### src/rtl/cpu_pkg.sv
// ============================================================================
// Module   : cpu_pkg
// Brief    : Shared logic-op encodings and serial sequencer state encodings.
// Revision : 1.0 - initial release
// ============================================================================
`default_nettype none

package cpu_pkg;

    localparam logic [1:0] OP_AND  = 2'b00;
    localparam logic [1:0] OP_OR   = 2'b01;
    localparam logic [1:0] OP_XOR  = 2'b10;
    localparam logic [1:0] OP_XNOR = 2'b11;

    typedef enum logic [1:0] {
        S_IDLE  = 2'd0,
        S_SHIFT = 2'd1,
        S_DONE  = 2'd2
    } state_t;

endpackage

`default_nettype wire

### src/rtl/serial_logic_sequencer_slice.sv
// ============================================================================
// Module   : logic_slice
// Brief    : Combinational 1-bit gate selector (AND/OR/XOR/XNOR).
// Revision : 1.0 - initial release
// ============================================================================
`default_nettype none

module logic_slice
    import cpu_pkg::*;
(
    input  logic [1:0] op,
    input  logic       x,
    input  logic       y,
    output logic       z
);

    logic w_xor;

    xorGate u_xor (
        .a (x),
        .b (y),
        .y (w_xor)
    );

    always_comb begin
        z = w_xor;
        case (op)
            OP_AND:  z = x & y;
            OP_OR:   z = x | y;
            OP_XOR:  z = w_xor;
            OP_XNOR: z = ~w_xor;
            default: z = w_xor;
        endcase
    end

endmodule

`default_nettype wire

### src/rtl/xorGate.sv
// ============================================================================
// Module   : xorGate
// Brief    : Two-input XOR cell shared across the datapath.
// Revision : 1.0 - initial release
// ============================================================================
`default_nettype none

module xorGate (
    input  logic a,
    input  logic b,
    output logic y
);

    assign y = a ^ b;

endmodule

`default_nettype wire

### src/rtl/serial_logic_sequencer.sv
// ============================================================================
// Module   : serial_logic_sequencer
// Brief    : Applies one shared 1-bit logic slice over a WIDTH-bit operand pair,
//            LSB first, with a start/busy/done handshake and zero/parity flags.
// Revision : 1.0 - initial release
// ============================================================================
`default_nettype none

module serial_logic_sequencer
    import cpu_pkg::*;
#(
    parameter int WIDTH = 8
) (
    input  logic             clk,
    input  logic             reset,
    input  logic             start,
    input  logic [1:0]       op,
    input  logic [WIDTH-1:0] a,
    input  logic [WIDTH-1:0] b,
    output logic             busy,
    output logic             done,
    output logic [WIDTH-1:0] result,
    output logic             zero,
    output logic             parity
);

    localparam int CNT_W = $clog2(WIDTH);
    localparam logic [CNT_W-1:0] C_LAST = CNT_W'(WIDTH - 1);

    state_t           r_state;
    logic [1:0]       r_op;
    logic [WIDTH-1:0] r_opa;
    logic [WIDTH-1:0] r_opb;
    logic [WIDTH-1:0] r_acc;
    logic [WIDTH-1:0] r_result;
    logic [CNT_W-1:0] r_cnt;
    logic             r_busy;
    logic             r_done;
    logic             w_bit;
    logic [WIDTH-1:0] w_acc_next;

    logic_slice u_slice (
        .op (r_op),
        .x  (r_opa[0]),
        .y  (r_opb[0]),
        .z  (w_bit)
    );

    // Result bits arrive LSB first, so they enter at the MSB and walk down.
    assign w_acc_next = {w_bit, r_acc[WIDTH-1:1]};

    always_ff @(posedge clk) begin
        if (reset) begin
            r_state  <= S_IDLE;
            r_op     <= OP_AND;
            r_opa    <= '0;
            r_opb    <= '0;
            r_acc    <= '0;
            r_result <= '0;
            r_cnt    <= '0;
            r_busy   <= 1'b0;
            r_done   <= 1'b0;
        end else begin
            r_done <= 1'b0;
            case (r_state)
                S_IDLE: begin
                    if (start) begin
                        r_op    <= op;
                        r_opa   <= a;
                        r_opb   <= b;
                        r_cnt   <= '0;
                        r_busy  <= 1'b1;
                        r_state <= S_SHIFT;
                    end
                end
                S_SHIFT: begin
                    r_acc <= w_acc_next;
                    r_opa <= r_opa >> 1;
                    r_opb <= r_opb >> 1;
                    r_cnt <= r_cnt + 1'b1;
                    if (r_cnt == C_LAST) begin
                        r_result <= w_acc_next;
                        r_done   <= 1'b1;
                        r_state  <= S_DONE;
                    end
                end
                S_DONE: begin
                    r_busy  <= 1'b0;
                    r_state <= S_IDLE;
                end
                default: begin
                    r_busy  <= 1'b0;
                    r_state <= S_IDLE;
                end
            endcase
        end
    end

    assign busy   = r_busy;
    assign done   = r_done;
    assign result = r_result;
    assign zero   = (r_result == '0);
    assign parity = ^r_result;

endmodule

`default_nettype wire
### config.mk
export PLATFORM = sky130hd
export DESIGN_NAME = serial_logic_sequencer
export DESIGN_NICKNAME = d
export VERILOG_FILES = /design/src/rtl/cpu_pkg.sv /design/src/rtl/serial_logic_sequencer_slice.sv /design/src/rtl/xorGate.sv /design/src/rtl/serial_logic_sequencer.sv
export SDC_FILE = /design/constraint.sdc
export NUM_CORES = 1
export LEC_CHECK = 0
export BUFFER_PORTS_ARGS = -buffer_cell sky130_fd_sc_hd__buf_2
export CORE_MARGIN = 3
export CORE_UTILIZATION = 40
export CTS_BUF_LIST = sky130_fd_sc_hd__clkbuf_8 sky130_fd_sc_hd__clkbuf_16
export DETAILED_ROUTE_END_ITERATION = 6
export GPL_TIMING_DRIVEN = 1
export PLACE_DENSITY_LB_ADDON = 0.08
export SETUP_SLACK_MARGIN = 0.3
export SLEW_MARGIN = 5
export SYNTH_ARGS = -nofsm -noshare
export SYNTH_HDL_FRONTEND = slang
export SYNTH_SLANG_ARGS = --single-unit
### constraint.sdc
create_clock -name clk -period 1.75 [get_ports clk]
set_input_delay 0.175 -clock clk [delete_from_list [all_inputs] [get_ports clk]]
set_output_delay 0.175 -clock clk [all_outputs]
set_load 0.01 [all_outputs]
Word level (Yosys, flattened, before mapping)
Cells that the tools add are included.
{"block": "classes", "addsub": 1, "eq_ne": 7, "mux": 13, "n_bitwise": 5, "n_reduce_logical": 11}
{"cell": "8-bit case mux with 2 select lines", "n": 2}
{"cell": "8-bit two-way mux", "n": 2}
{"cell": "2-bit AND reduction", "n": 5}
{"cell": "8-bit logical NOT", "n": 1}
{"cell": "8-bit parity", "n": 1}
{"cell": "3-bit case mux with 2 select lines", "n": 1}
{"cell": "2-bit by 1-bit equality test with 1-bit output (second input constant)", "n": 2}
{"cell": "2-bit equality test (second input constant)", "n": 2}
{"cell": "2-bit logical NOT", "n": 2}
{"cell": "2-bit two-way mux", "n": 2}
{"cell": "2-bit inequality test (second input constant)", "n": 2}
{"cell": "1-bit case mux with 4 select lines", "n": 1}
{"cell": "2-bit case mux with 2 select lines", "n": 1}
{"cell": "3-bit by 1-bit adder with 3-bit output (second input constant)", "n": 1}
{"cell": "3-bit equality test (second input constant)", "n": 1}
{"cell": "3-bit two-way mux", "n": 1}
{"cell": "1-bit two-way mux", "n": 2}
{"cell": "1-bit NOT", "n": 2}
{"cell": "1-bit case mux with 2 select lines", "n": 1}
{"cell": "2-bit nonzero test", "n": 1}
{"cell": "2-bit OR reduction", "n": 1}
{"cell": "1-bit AND", "n": 1}
{"cell": "1-bit bitwise OR", "n": 1}
{"cell": "1-bit XOR", "n": 1}
{"block": "totals", "reg_bits": 41, "inputBits": 21, "output_inout_bits": 12, "wordCells": 46}

Longest topological paths before layout
{"block": "logic_depth", "depth_word": 3, "ltp_mapped": 7, "mapped_depth_nobuf": 5}

Hierarchy
From an unflattened synthesis, not the netlist that was laid out.
{"block": "hier_totals", "cells_unflattened": 195, "area_unflattened_um2": 1803.0}
{"module": "serial_logic_sequencer", "instances": 1, "cells_per_inst": 191, "area_per_inst_um2": 1762.9, "seq_area_each_um2": 800.8}
{"module": "logic_slice", "instances": 1, "cells_per_inst": 3, "area_per_inst_um2": 31.3, "seq_area_each_um2": 0.0}
{"module": "xorGate", "instances": 1, "cells_per_inst": 1, "area_per_inst_um2": 8.8, "seq_area_each_um2": 0.0}

Worst setup path after synthesis
No wires, ideal clock.
{"block": "synth_path", "path_kind": "register -> register", "from": "reg r_cnt[0]", "to": "reg r_result[1], in the netlist result[1]", "setup_ns": 0.070, "arrival_ns": 1.369, "t_required_ns": 1.680, "slack_ns": 0.311, "path_stages_with_launch": 8, "path_buffers": 2, "synth_period_minus_slack_ns": 1.439, "cell_sequence": "dfxtp_1 -> ha_1 -> ha_1 -> buf_2 -> nand3b_1 -> clkbuf_1 -> nand2_1 -> a21oi_1"}
{"block": "synth_via", "elab_chain_cells": 2}
{"item": "from (decl)", "line": "serial_logic_sequencer.sv:36", "rtl": "logic [CNT_W-1:0] r_cnt;"}
{"item": "from (signal assigned)", "line": "serial_logic_sequencer.sv:80", "rtl": "r_cnt <= r_cnt + 1'b1;"}
{"item": "3-bit equality test", "line": "serial_logic_sequencer.sv:81", "rtl": "if (r_cnt == C_LAST) begin"}
{"item": "2-bit AND reduction (no line)"}
{"item": "to (signal assigned)", "line": "serial_logic_sequencer.sv:82", "rtl": "r_result <= w_acc_next;"}
{"item": "to (decl)", "line": "serial_logic_sequencer.sv:35", "rtl": "logic [WIDTH-1:0] r_result;"}
No other way between the ends.
A chain may end at the register's enable or synchronous reset.

Final worst setup path
{"block": "layout_path", "from": "reg r_result[5], in the netlist result[5]", "to": "out parity"}
{"block": "layout_via", "elab_chain_cells": 1}
{"item": "8-bit parity", "line": "serial_logic_sequencer.sv:103", "rtl": "assign parity = ^r_result;"}
{"item": "to (decl)", "line": "serial_logic_sequencer.sv:24", "rtl": "output logic parity"}
No other way between the ends.

==> summary.txt <==
Run status
  • Status: complete, no violations

Detailed routing
  • WL per Instance: 12.0 um
  • Routed Antenna Nets: 0
  • Via count: 1,497
  • Vias per cell: 5.04
  • Pre-antenna DRT Iters: 4
  • Total Wirelength: 3560 um
  • Iter 0 DRT Violations: 66
  • Residual DRC count: 0

STA
  • Final setup vio count: 0
  • Hold violation total from the final report: 0
  • Max-slew violation count: 0
  • Setup TNS Final: 0 ns
  • Slew margin rel.: 77.7%
  • Crit path time final: 1.56 ns
  • RSZ-0062 raised after global routing: true
  • Ratio of final minimum period to clock period: 89.2%
  • Clock Skew: 0.00623 ns
  • F_max: 0.641 GHz
  • Least-Margin Pin Slew: 0.334 ns

Setup path
  • CP top delay family: flip-flops
  • Kind of critical path: register to output port
  • Critical path required time: 1.57 ns
  • Crit-path max cell delay: 0.33 ns
  • Setup crit start kind: register
  • Worst-path fanout max: 2
  • CP bufs+invs: 2
  • Slowest CP cell: dfxtp_2
  • Cell Chain, Critical Path: inv_2, ha_4, xor2_2, xnor2_1, buf_2
  • Arrival time at the worst endpoint: 1.39 ns
  • Element type at the critical path end: output port

Clock tree
  • Root Driver: clkbuf_8
  • CTS Buf Count: 5
  • # H-tree levels: 2
  • Sinks on Clock Net: 40
  • Clock-pin slew on the worst setup and hold paths: 0.07 ns
  • CTS tree: done
  • CTS Buffer Depth: 2
  • Clk_lat worst skew: 0.29 ns
  • Hold-fix buffers, CTS: 0

Logic synthesis
  • Avg Inst Size Synth: 8.31 um^2
  • Seq/Total Area, Yosys: 46.5%
  • Asr flop ratio synth: 0%
  • Synth unique cells: 26
  • Synthesized cell area: 0.00172 mm^2
  • Syn Nets: 236
  • Synth top area cells: dfxtp_1 47%, nand2_1 10%, a311oi_1 7.1%
  • Share of the synthesized area in the top cell type: 46.5%
  • Count leader, synth: nand2_1
  • Post-synthesis cell count: 207
  • Warnings, synthesis: 0
  • Synth Register Bits: 40
  • Top cells by count, synth: 47 x nand2_1, 40 x dfxtp_1, 24 x nor2_1
  • Largest area contributor in the netlist: dfxtp_1
  • Main synth FF type: dfxtp_1
  • Post-synth EDFFs: 0

GRT
  • First-pass GRT wire length: 6300 um
  • Initial antenna violation count: 0
  • Largest net degree at the start of global routing: 30
  • Global route overflow: 0
  • GRT Resource Usage Total: 15.5%
  • Vias in the first global route: 1,415

Layout
  • Fin cells: 297
  • Diodes inserted: 0
  • Post-layout util: 53.3%
  • # nets final: 275
  • Fraction of layout cells with a size suffix above 1: 31.6%
  • Layout area overhead: 26.6%

Place
  • RD Place Congestion: 0.731
  • PortBufs: 32
  • Placed cells: 282
  • Dpl hpwl: 2530 um

Floorplanning
  • Die W: 71.6 um
  • I/O pin total: 33
  • Effective utilization at floorplan: 42.1%
  • Die ar.: 0.00512 mm^2
  • # rows: 23
  • Core Region: 0.00409 mm^2
  • Die Y: 71.6 um

Power and ir drop
  • VDD IR max: 0.492 mV
  • Power per Cell Area: 824 mW/mm^2
  • Leakage: 0.897 nW

Run
  • Max Cap Violations: 0

Worst hold path
  • Hold Crit Class: input port to register
state kept, by name (all words and copies together), names as in the netlist:
signal and count:
busy 1, done 1, r_acc 7, r_cnt 3, r_op 2, r_opa 8
r_opb 8, r_state 2, result 8
worst register-to-register path: cells and delay by family (launching register included):
family	cells	cell delay, ns
mux	2	0.45
buf+inv	1	0.05
fa+ha+maj	1	0.29
flops	1	0.36
compound gates	1	0.08
layout make-up:
type | instances | area, um^2
well taps | 50 | 62.6
clock inverters | 2 | 7.51
clock buffers | 6 | 82.6
multi-input cells | 141 | 896
flip-flops and latches | 40 | 812
inverters | 11 | 41.3
fillers | 410 | 1910
repair buffers | 47 | 277
worst paths after layout:
check / startpoint / end / slack (ns) / cells past startpoint
worst max-delay path: result[5] / parity / 0.19 / 5
worst min-delay path: b[7] / r_opb[7] / 0.13 / 3
worst max register to register: r_opa[0] / r_acc[7] / 0.39 / 5
worst min register to register: result[3] / result[3] / 0.46 / 2
per-layer routing:
metal	global-route usage (%)	vias up	routed length (um)
li1	-	772	-
met4	5.01	0	49
met2	25.9	34	1680
met1	19.1	685	1620
met3	4.63	6	216
met5	0	-	0
where the power goes:
group	total, mW	internal [mW]	switching [mW]
combinational	0.204	0.0903	0.114
sequential	0.982	0.955	0.0275
clock	0.608	0.310	0.298
total	1.79	1.35	0.440
what timing repair did:
item | 4_1_cts | 5_1_grt
hold endpoints to repair | 0 | 0
setup buffers | 5 | 2
gates resized for setup | 21 | 5
pin swaps | 5 | 0
endpoints found under the setup margin | 4 | 13
layout by cell type, fill, tap and decap left out, types with 2 or more instances in the layout:
master / netlist / final
clkbuf_8: 0 / 6
nor3_1: 2 / 2
o31ai_1: 2 / 2
mux2i_1: 4 / 3
nor2_1: 24 / 24
ha_1: 8 / 4
nand2_1: 47 / 47
ha_4: 0 / 4
a311oi_1: 14 / 14
dfxtp_1: 40 / 31
inv_2: 0 / 6
buf_4: 0 / 14
nand3_1: 7 / 7
a22oi_1: 4 / 4
dfxtp_2: 0 / 9
nand3b_1: 3 / 3
a21oi_1: 14 / 14
inv_1: 11 / 7
buf_2: 9 / 32
cells by family (layout without fill, tap and decap cells):
kind of cell | count (synthesis) | count (layout) | synth area share, %
AOI/OAI and AO/OA | 37 | 37 | 15.3
xor gates and xnor gates | 3 | 3 | 1.53
adders and majority gates | 8 | 8 | 5.82
buffers and inverters | 26 | 66 | 6.33
DFF | 40 | 40 | 46.5
muxes | 5 | 5 | 2.98
and+or+nand+nor | 88 | 88 | 21.5
per-stage QoR:
step	area [um^2]	hold slack (ns)	setup slack (ns)	total power [mW]
global placement	1940	0.413	0.347	1.19
global route	2180	0.140	0.112	1.90
finish	2180	0.126	0.190	1.79
CTS	2140	0.118	0.164	1.81
detailed placement	1940	0.424	0.286	1.20
floorplan	1720	0.322	0.311	1.14
Note: power is estimated with default switching activity, not from simulation.
